[src/rtl/core_pkg.sv]
// Shared RV32I core definitions: datapath widths and the packed control-bundle layout
// used by the decode, execute and forwarding logic.
package core_pkg;

   localparam int unsigned XLEN    = 32;
   localparam int unsigned ALUOP_W = 4;
   localparam int unsigned CTRL_W  = 8;

   // Bit positions inside {RegWrite,MemRead,MemWrite,MemToReg,ALUSrc,Branch,Jump,Valid}
   localparam int unsigned CTRL_REGWRITE = 7;
   localparam int unsigned CTRL_MEMREAD  = 6;
   localparam int unsigned CTRL_MEMWRITE = 5;
   localparam int unsigned CTRL_MEMTOREG = 4;
   localparam int unsigned CTRL_ALUSRC   = 3;
   localparam int unsigned CTRL_BRANCH   = 2;
   localparam int unsigned CTRL_JUMP     = 1;
   localparam int unsigned CTRL_VALID    = 0;

   localparam logic [CTRL_W-1:0] BUBBLE = '0;

endpackage

[src/rtl/wb_bypass_mux.sv]
// Writeback-to-decode operand bypass: forwards WB data when the retiring write targets idx_i.
module wb_bypass_mux #(
   parameter int unsigned Width = core_pkg::XLEN
) (
   input  logic             reg_write_w_i,
   input  logic [4:0]       rd_w_i,
   input  logic [4:0]       idx_i,
   input  logic [Width-1:0] wd_w_i,
   input  logic [Width-1:0] data_i,
   output logic [Width-1:0] data_o
);

   logic hit;

   // x0 is hard-wired zero, so a write to it must never be forwarded
   assign hit    = reg_write_w_i & (rd_w_i != 5'd0) & (rd_w_i == idx_i);
   assign data_o = hit ? wd_w_i : data_i;

endmodule

[src/rtl/de_stage_reg.sv]
// Decode->Execute pipeline register with load-use bubble insertion, flush, hold with
// writeback refresh, capture-time writeback bypass and a bubble counter.
module de_stage_reg #(
   parameter int unsigned XLEN    = core_pkg::XLEN,
   parameter int unsigned ALUOP_W = core_pkg::ALUOP_W
) (
   input  logic               clk,
   input  logic               rst,
   input  logic [XLEN-1:0]    PC_FD,
   input  logic [4:0]         RS1_FD,
   input  logic [4:0]         RS2_FD,
   input  logic [4:0]         RD_FD,
   input  logic [XLEN-1:0]    IMM_FD,
   input  logic [XLEN-1:0]    RD1_FD,
   input  logic [XLEN-1:0]    RD2_FD,
   input  logic [7:0]         CTRL_FD,
   input  logic [ALUOP_W-1:0] ALUOp_FD,
   input  logic               RegWrite_W,
   input  logic [4:0]         RD_W,
   input  logic [XLEN-1:0]    WD_W,
   input  logic               Flush_DE,
   input  logic               Hold_DE,
   output logic [XLEN-1:0]    PC_DE,
   output logic [4:0]         RS1_DE,
   output logic [4:0]         RS2_DE,
   output logic [4:0]         RD_DE,
   output logic [XLEN-1:0]    IMM_DE,
   output logic [XLEN-1:0]    RD1_DE,
   output logic [XLEN-1:0]    RD2_DE,
   output logic [ALUOP_W-1:0] ALUOp_DE,
   output logic               RegWrite_DE,
   output logic               MemRead_DE,
   output logic               MemWrite_DE,
   output logic               MemToReg_DE,
   output logic               ALUSrc_DE,
   output logic               Branch_DE,
   output logic               Jump_DE,
   output logic               Valid_DE,
   output logic               Stall_FD,
   output logic [31:0]        BubbleCount
);

   import core_pkg::*;

   logic [XLEN-1:0]    pc_q, pc_d, imm_q, imm_d, rd1_q, rd1_d, rd2_q, rd2_d;
   logic [4:0]         rs1_q, rs1_d, rs2_q, rs2_d, rd_q, rd_d;
   logic [7:0]         ctrl_q, ctrl_d;
   logic [ALUOP_W-1:0] aluop_q, aluop_d;
   logic [31:0]        bubble_cnt_q, bubble_cnt_d;

   logic            load_use;
   logic [4:0]      byp1_idx, byp2_idx;
   logic [XLEN-1:0] byp1_in, byp2_in, byp1_out, byp2_out;

   assign load_use = ctrl_q[CTRL_MEMREAD] & ctrl_q[CTRL_VALID] & (rd_q != 5'd0) &
                     ((rd_q == RS1_FD) | (rd_q == RS2_FD));
   assign Stall_FD = ~rst & (load_use | Hold_DE);

   // One mux pair serves both uses: refresh of held operands, or bypass of incoming ones
   assign byp1_idx = Hold_DE ? rs1_q : RS1_FD;
   assign byp1_in  = Hold_DE ? rd1_q : RD1_FD;
   assign byp2_idx = Hold_DE ? rs2_q : RS2_FD;
   assign byp2_in  = Hold_DE ? rd2_q : RD2_FD;

   wb_bypass_mux #(.Width(XLEN)) u_byp_rs1 (
      .reg_write_w_i (RegWrite_W),
      .rd_w_i        (RD_W),
      .idx_i         (byp1_idx),
      .wd_w_i        (WD_W),
      .data_i        (byp1_in),
      .data_o        (byp1_out)
   );

   wb_bypass_mux #(.Width(XLEN)) u_byp_rs2 (
      .reg_write_w_i (RegWrite_W),
      .rd_w_i        (RD_W),
      .idx_i         (byp2_idx),
      .wd_w_i        (WD_W),
      .data_i        (byp2_in),
      .data_o        (byp2_out)
   );

   always_comb begin
      pc_d         = pc_q;
      rs1_d        = rs1_q;
      rs2_d        = rs2_q;
      rd_d         = rd_q;
      imm_d        = imm_q;
      rd1_d        = rd1_q;
      rd2_d        = rd2_q;
      ctrl_d       = ctrl_q;
      aluop_d      = aluop_q;
      bubble_cnt_d = bubble_cnt_q;
      if (Flush_DE || (!Hold_DE && load_use)) begin
         pc_d    = '0;
         rs1_d   = '0;
         rs2_d   = '0;
         rd_d    = '0;
         imm_d   = '0;
         rd1_d   = '0;
         rd2_d   = '0;
         ctrl_d  = BUBBLE;
         aluop_d = '0;
         if (!Flush_DE) begin
            bubble_cnt_d = bubble_cnt_q + 32'd1;
         end
      end else if (Hold_DE) begin
         rd1_d = byp1_out;
         rd2_d = byp2_out;
      end else begin
         pc_d    = PC_FD;
         rs1_d   = RS1_FD;
         rs2_d   = RS2_FD;
         rd_d    = RD_FD;
         imm_d   = IMM_FD;
         rd1_d   = byp1_out;
         rd2_d   = byp2_out;
         ctrl_d  = CTRL_FD;
         aluop_d = ALUOp_FD;
      end
   end

   always_ff @(posedge clk) begin
      if (rst) begin
         pc_q         <= '0;
         rs1_q        <= '0;
         rs2_q        <= '0;
         rd_q         <= '0;
         imm_q        <= '0;
         rd1_q        <= '0;
         rd2_q        <= '0;
         ctrl_q       <= BUBBLE;
         aluop_q      <= '0;
         bubble_cnt_q <= '0;
      end else begin
         pc_q         <= pc_d;
         rs1_q        <= rs1_d;
         rs2_q        <= rs2_d;
         rd_q         <= rd_d;
         imm_q        <= imm_d;
         rd1_q        <= rd1_d;
         rd2_q        <= rd2_d;
         ctrl_q       <= ctrl_d;
         aluop_q      <= aluop_d;
         bubble_cnt_q <= bubble_cnt_d;
      end
   end

   assign PC_DE       = pc_q;
   assign RS1_DE      = rs1_q;
   assign RS2_DE      = rs2_q;
   assign RD_DE       = rd_q;
   assign IMM_DE      = imm_q;
   assign RD1_DE      = rd1_q;
   assign RD2_DE      = rd2_q;
   assign ALUOp_DE    = aluop_q;
   assign RegWrite_DE = ctrl_q[CTRL_REGWRITE];
   assign MemRead_DE  = ctrl_q[CTRL_MEMREAD];
   assign MemWrite_DE = ctrl_q[CTRL_MEMWRITE];
   assign MemToReg_DE = ctrl_q[CTRL_MEMTOREG];
   assign ALUSrc_DE   = ctrl_q[CTRL_ALUSRC];
   assign Branch_DE   = ctrl_q[CTRL_BRANCH];
   assign Jump_DE     = ctrl_q[CTRL_JUMP];
   assign Valid_DE    = ctrl_q[CTRL_VALID];
   assign BubbleCount = bubble_cnt_q;

endmodule
[config.mk]
export PLATFORM = sky130hd
export DESIGN_NAME = de_stage_reg
export DESIGN_NICKNAME = d
export VERILOG_FILES = /design/src/rtl/core_pkg.sv /design/src/rtl/wb_bypass_mux.sv /design/src/rtl/de_stage_reg.sv
export SDC_FILE = /design/constraint.sdc
export NUM_CORES = 1
export LEC_CHECK = 0
export ABC_AREA = 1
export BUFFER_PORTS_ARGS = -buffer_cell sky130_fd_sc_hd__buf_2
export CAP_MARGIN = 10
export CORE_AREA = 2 2 151 153
export CTS_CLUSTER_SIZE = 8
export DETAILED_ROUTE_END_ITERATION = 10
export DIE_AREA = 0 0 153 155
export PLACE_DENSITY = 0.69
export SETUP_SLACK_MARGIN = 0.1
export SYNTH_ARGS = -nofsm -noshare
export SYNTH_HDL_FRONTEND = slang
export SYNTH_SLANG_ARGS = --single-unit
[constraint.sdc]
create_clock -name clk -period 3.29 [get_ports clk]
set_input_delay 0.1645 -clock clk [delete_from_list [all_inputs] [get_ports clk]]
set_output_delay 0.1645 -clock clk [all_outputs]
set_load 0.03 [all_outputs]
==> qor.yml <==
clock_tree:
  clock_path_buffers: 2
  post-cts-setup-buffers: 0
  clock_latency_ns: 0.43
  cts-root-buf: "clkbuf_16"
  numCtsBuffers: 17
  cts_tree: "yes"
  cts.sinks: 187
  htree_levels: 4
  clkTransAtPathRegs_ns: 0.07
pwr:
  power_frac_comb_pct: 15.9
  seq_power_share_pct: 45.6
  p_leak_nw: 5.719
  p_int_mw: 3.638
  ir_drop_v: 0.0002874
  clock_power_share_pct: 38.5
  p_per_area_mw_per_mm2: 429.9
  swShare_pct: 29.77
  p_switching_mw: 1.542
die:
  core_area_mm2: 0.02223
  die_area_mm2: 0.02372
  num_io_pins: 385
  rows: 55
  die_w_um: 153
  initial_core_util_pct: 39.17
  dieHeight_um: 155
synth:
  yosysMostFrequentCell: "nand2_1"
  yosysTopAreaCellShare_pct: 43.00
  syn-num-nets: 1511
  synth_edf_count: 0
  netlist_instances: 1313
  ys_ff_latch: 187
  yosys-top-cells-count: "nand2_1 (602), dfxtp_1 (187), a21oi_1 (174)"
  synth.distinct_cells: 31
  synth_flop_cell: "dfxtp_1"
  ys_seq_area_share_pct: 43.00
  ys_warn_count: 0
  synth_area_leader_cell: "dfxtp_1"
  avgSynthCellArea_um2: 6.631
  ys_async_sr_fraction_pct: 0
  synthTopCellsByArea: "dfxtp_1 (43%), nand2_1 (26%), a21oi_1 (10%)"
  netlist_area_mm2: 0.008706
worst_setup_path:
  cp_data_required_time_ns: 3.13
  cp_max_fo: 5
  worstPathArrival_ns: 1.90
  crit_type: "register to output pin"
  start_kind: "register"
  end_kind: "output pin"
flow_run:
  maxCapViolations: 0
placed_design:
  gp_congestion: 0.9019
  placedCellCount: 1914
  place_area_mm2: 0.01074
  port_buffers: 384
  dp_hpwl_um: 21840
global_route:
  grtUsageMet3_pct: 6.379
  grtUsageMet2_pct: 43.09
  overflow: 0
  top_usage_layer: "met2"
  grt_pass1_wl_um: 49640
  grt_use_met1_pct: 31.78
  grt_usage_pct: 25.70
  grt_start_max_net_pins: 94
  antenna_found_initial: 6
  first_global_vias: 9576
layout:
  finalInstanceArea_mm2: 0.01205
  nets: 1920
  area.growth.synth_to_final_pct: 38.39
  drive_gt1_share_pct: 25.71
  fin_cells: 2024
detailed_routing:
  drt_wl_total_um: 31910
  avgRoutedWirePerCell_um: 15.77
  routed_via_density: 5.000
  ant_nets: 0
  drcViolationCount: 0
  dr_total_vias: 10119
  first_pass_iters: 5
  drtIter0Drc: 742
sta:
  final-hold-violation-count: 0
  slew_viol_final: 0
  post-route-period-util_pct: 62.77
  fin_tns_setup_ns: 0
  setup_viol: 0
  rsz0062_at_grt: "false"
  tightest_slew_ns: 0.8183
  skew_ns: 0.01722
  fin_crit_ns: 2.065
  fmax_mhz: 484.2
  relSlewSlack_pct: 45.38
status:
  status: "completed"
hold_path:
  worstHoldPathType: "input port to register"
[final timing paths]
path / from / end / slack (ns) / cells past startpoint
max: RD_DE[4] / Stall_FD / 1.22 / 9
min: PC_FD[22] / PC_DE[22] / 0.02 / 3
max reg2reg: RD_DE[4] / IMM_DE[3] / 1.23 / 8
min reg2reg: IMM_DE[23] / IMM_DE[23] / 0.46 / 2
[layer usage]
layer / vias up / share of wire [%]
li1: 5036 / -
met5: - / 0.12
met2: 465 / 48
met1: 4531 / 41
met4: 6 / 3.3
met3: 81 / 7.5
[cell usage in the layout, fill, tap and decap left out, drive strengths merged, types with 5 or more instances in the layout]
cell / instances
nor2: 66
nand4: 67
nand3b: 5
buf: 401
nand3: 13
nor3: 16
a21oi: 175
nand2: 602
clkbuf: 20
inv: 55
o21ai: 18
dlygate4sd3: 74
xor2: 22
dfxtp: 187
[cell families (layout without fill, tap and decap cells)]
logic type | after synthesis | after routing | share of synthesized area (%)
and+or+nand+nor | 771 | 771 | 36.33
AOI/OAI and AO/OA | 194 | 194 | 11.30
DFF | 187 | 187 | 43.00
buffers and inverters | 135 | 557 | 6.712
xor gates and xnor gates | 25 | 25 | 2.515
adders and majority gates | 1 | 1 | 0.1437
other | 0 | 4 | 0
[registers in the layout (all words and copies together), names as in the netlist]
name         flops
RS2_DE           5
PC_DE           32
BubbleCount     32
RD2_DE          32
IMM_DE          32
RD_DE            5
ALUOp_DE         4
RS1_DE           5
RD1_DE          32
ctrl_q           8
[worst max-delay path: stages (launching register included)]
cell	delay, ns
dfxtp_1	0.49
inv_2	0.06
nand2_1	0.06
nand2_1	0.05
nor2_1	0.09
nand3_1	0.08
nand2_1	0.13
nand2_1	0.07
a21oi_1	0.21
buf_2	0.25
[area by class of cell]
class / count / area, µm²
well taps: 285 / 356.6
diodes: 4 / 10.01
fillers: 2240 / 10180
clock buffers: 20 / 446.7
repair buffers: 475 / 2805
flip-flops and latches: 187 / 3744
inverters: 50 / 190.2
clock inverters: 12 / 110.1
multi-input cells: 991 / 4385
[stage by stage]
step | hold slack [ns] | power [mW] | worst slack (ns) | utilization, %
floorplan | 0.3084 | 2.867 | 1.490 | -
global placement | 0.4132 | 3.149 | 0.9370 | 48.32
detailed placement | 0.4194 | 3.156 | 0.8281 | 48.32
CTS | 0.003896 | 5.213 | 1.209 | 54.16
global route | 0.003723 | 5.372 | 1.034 | 54.19
finish | 0.01705 | 5.180 | 1.225 | 54.20
[repair_timing]
action,CTS,global route
hold endpoints to repair,74,0
resized for setup,0,0
hold buffers,74,0
[power by group through the flow]
stage	registers (mW)	logic [mW]	clock network, mW
floorplan	2.54	0.330	0
global placement	2.41	0.737	0
detailed placement	2.41	0.743	0
CTS	2.36	0.814	2.04
global route	2.37	0.891	2.11
finish	2.36	0.824	1.99
No activity file was read; power rests on OpenSTA's default activity.
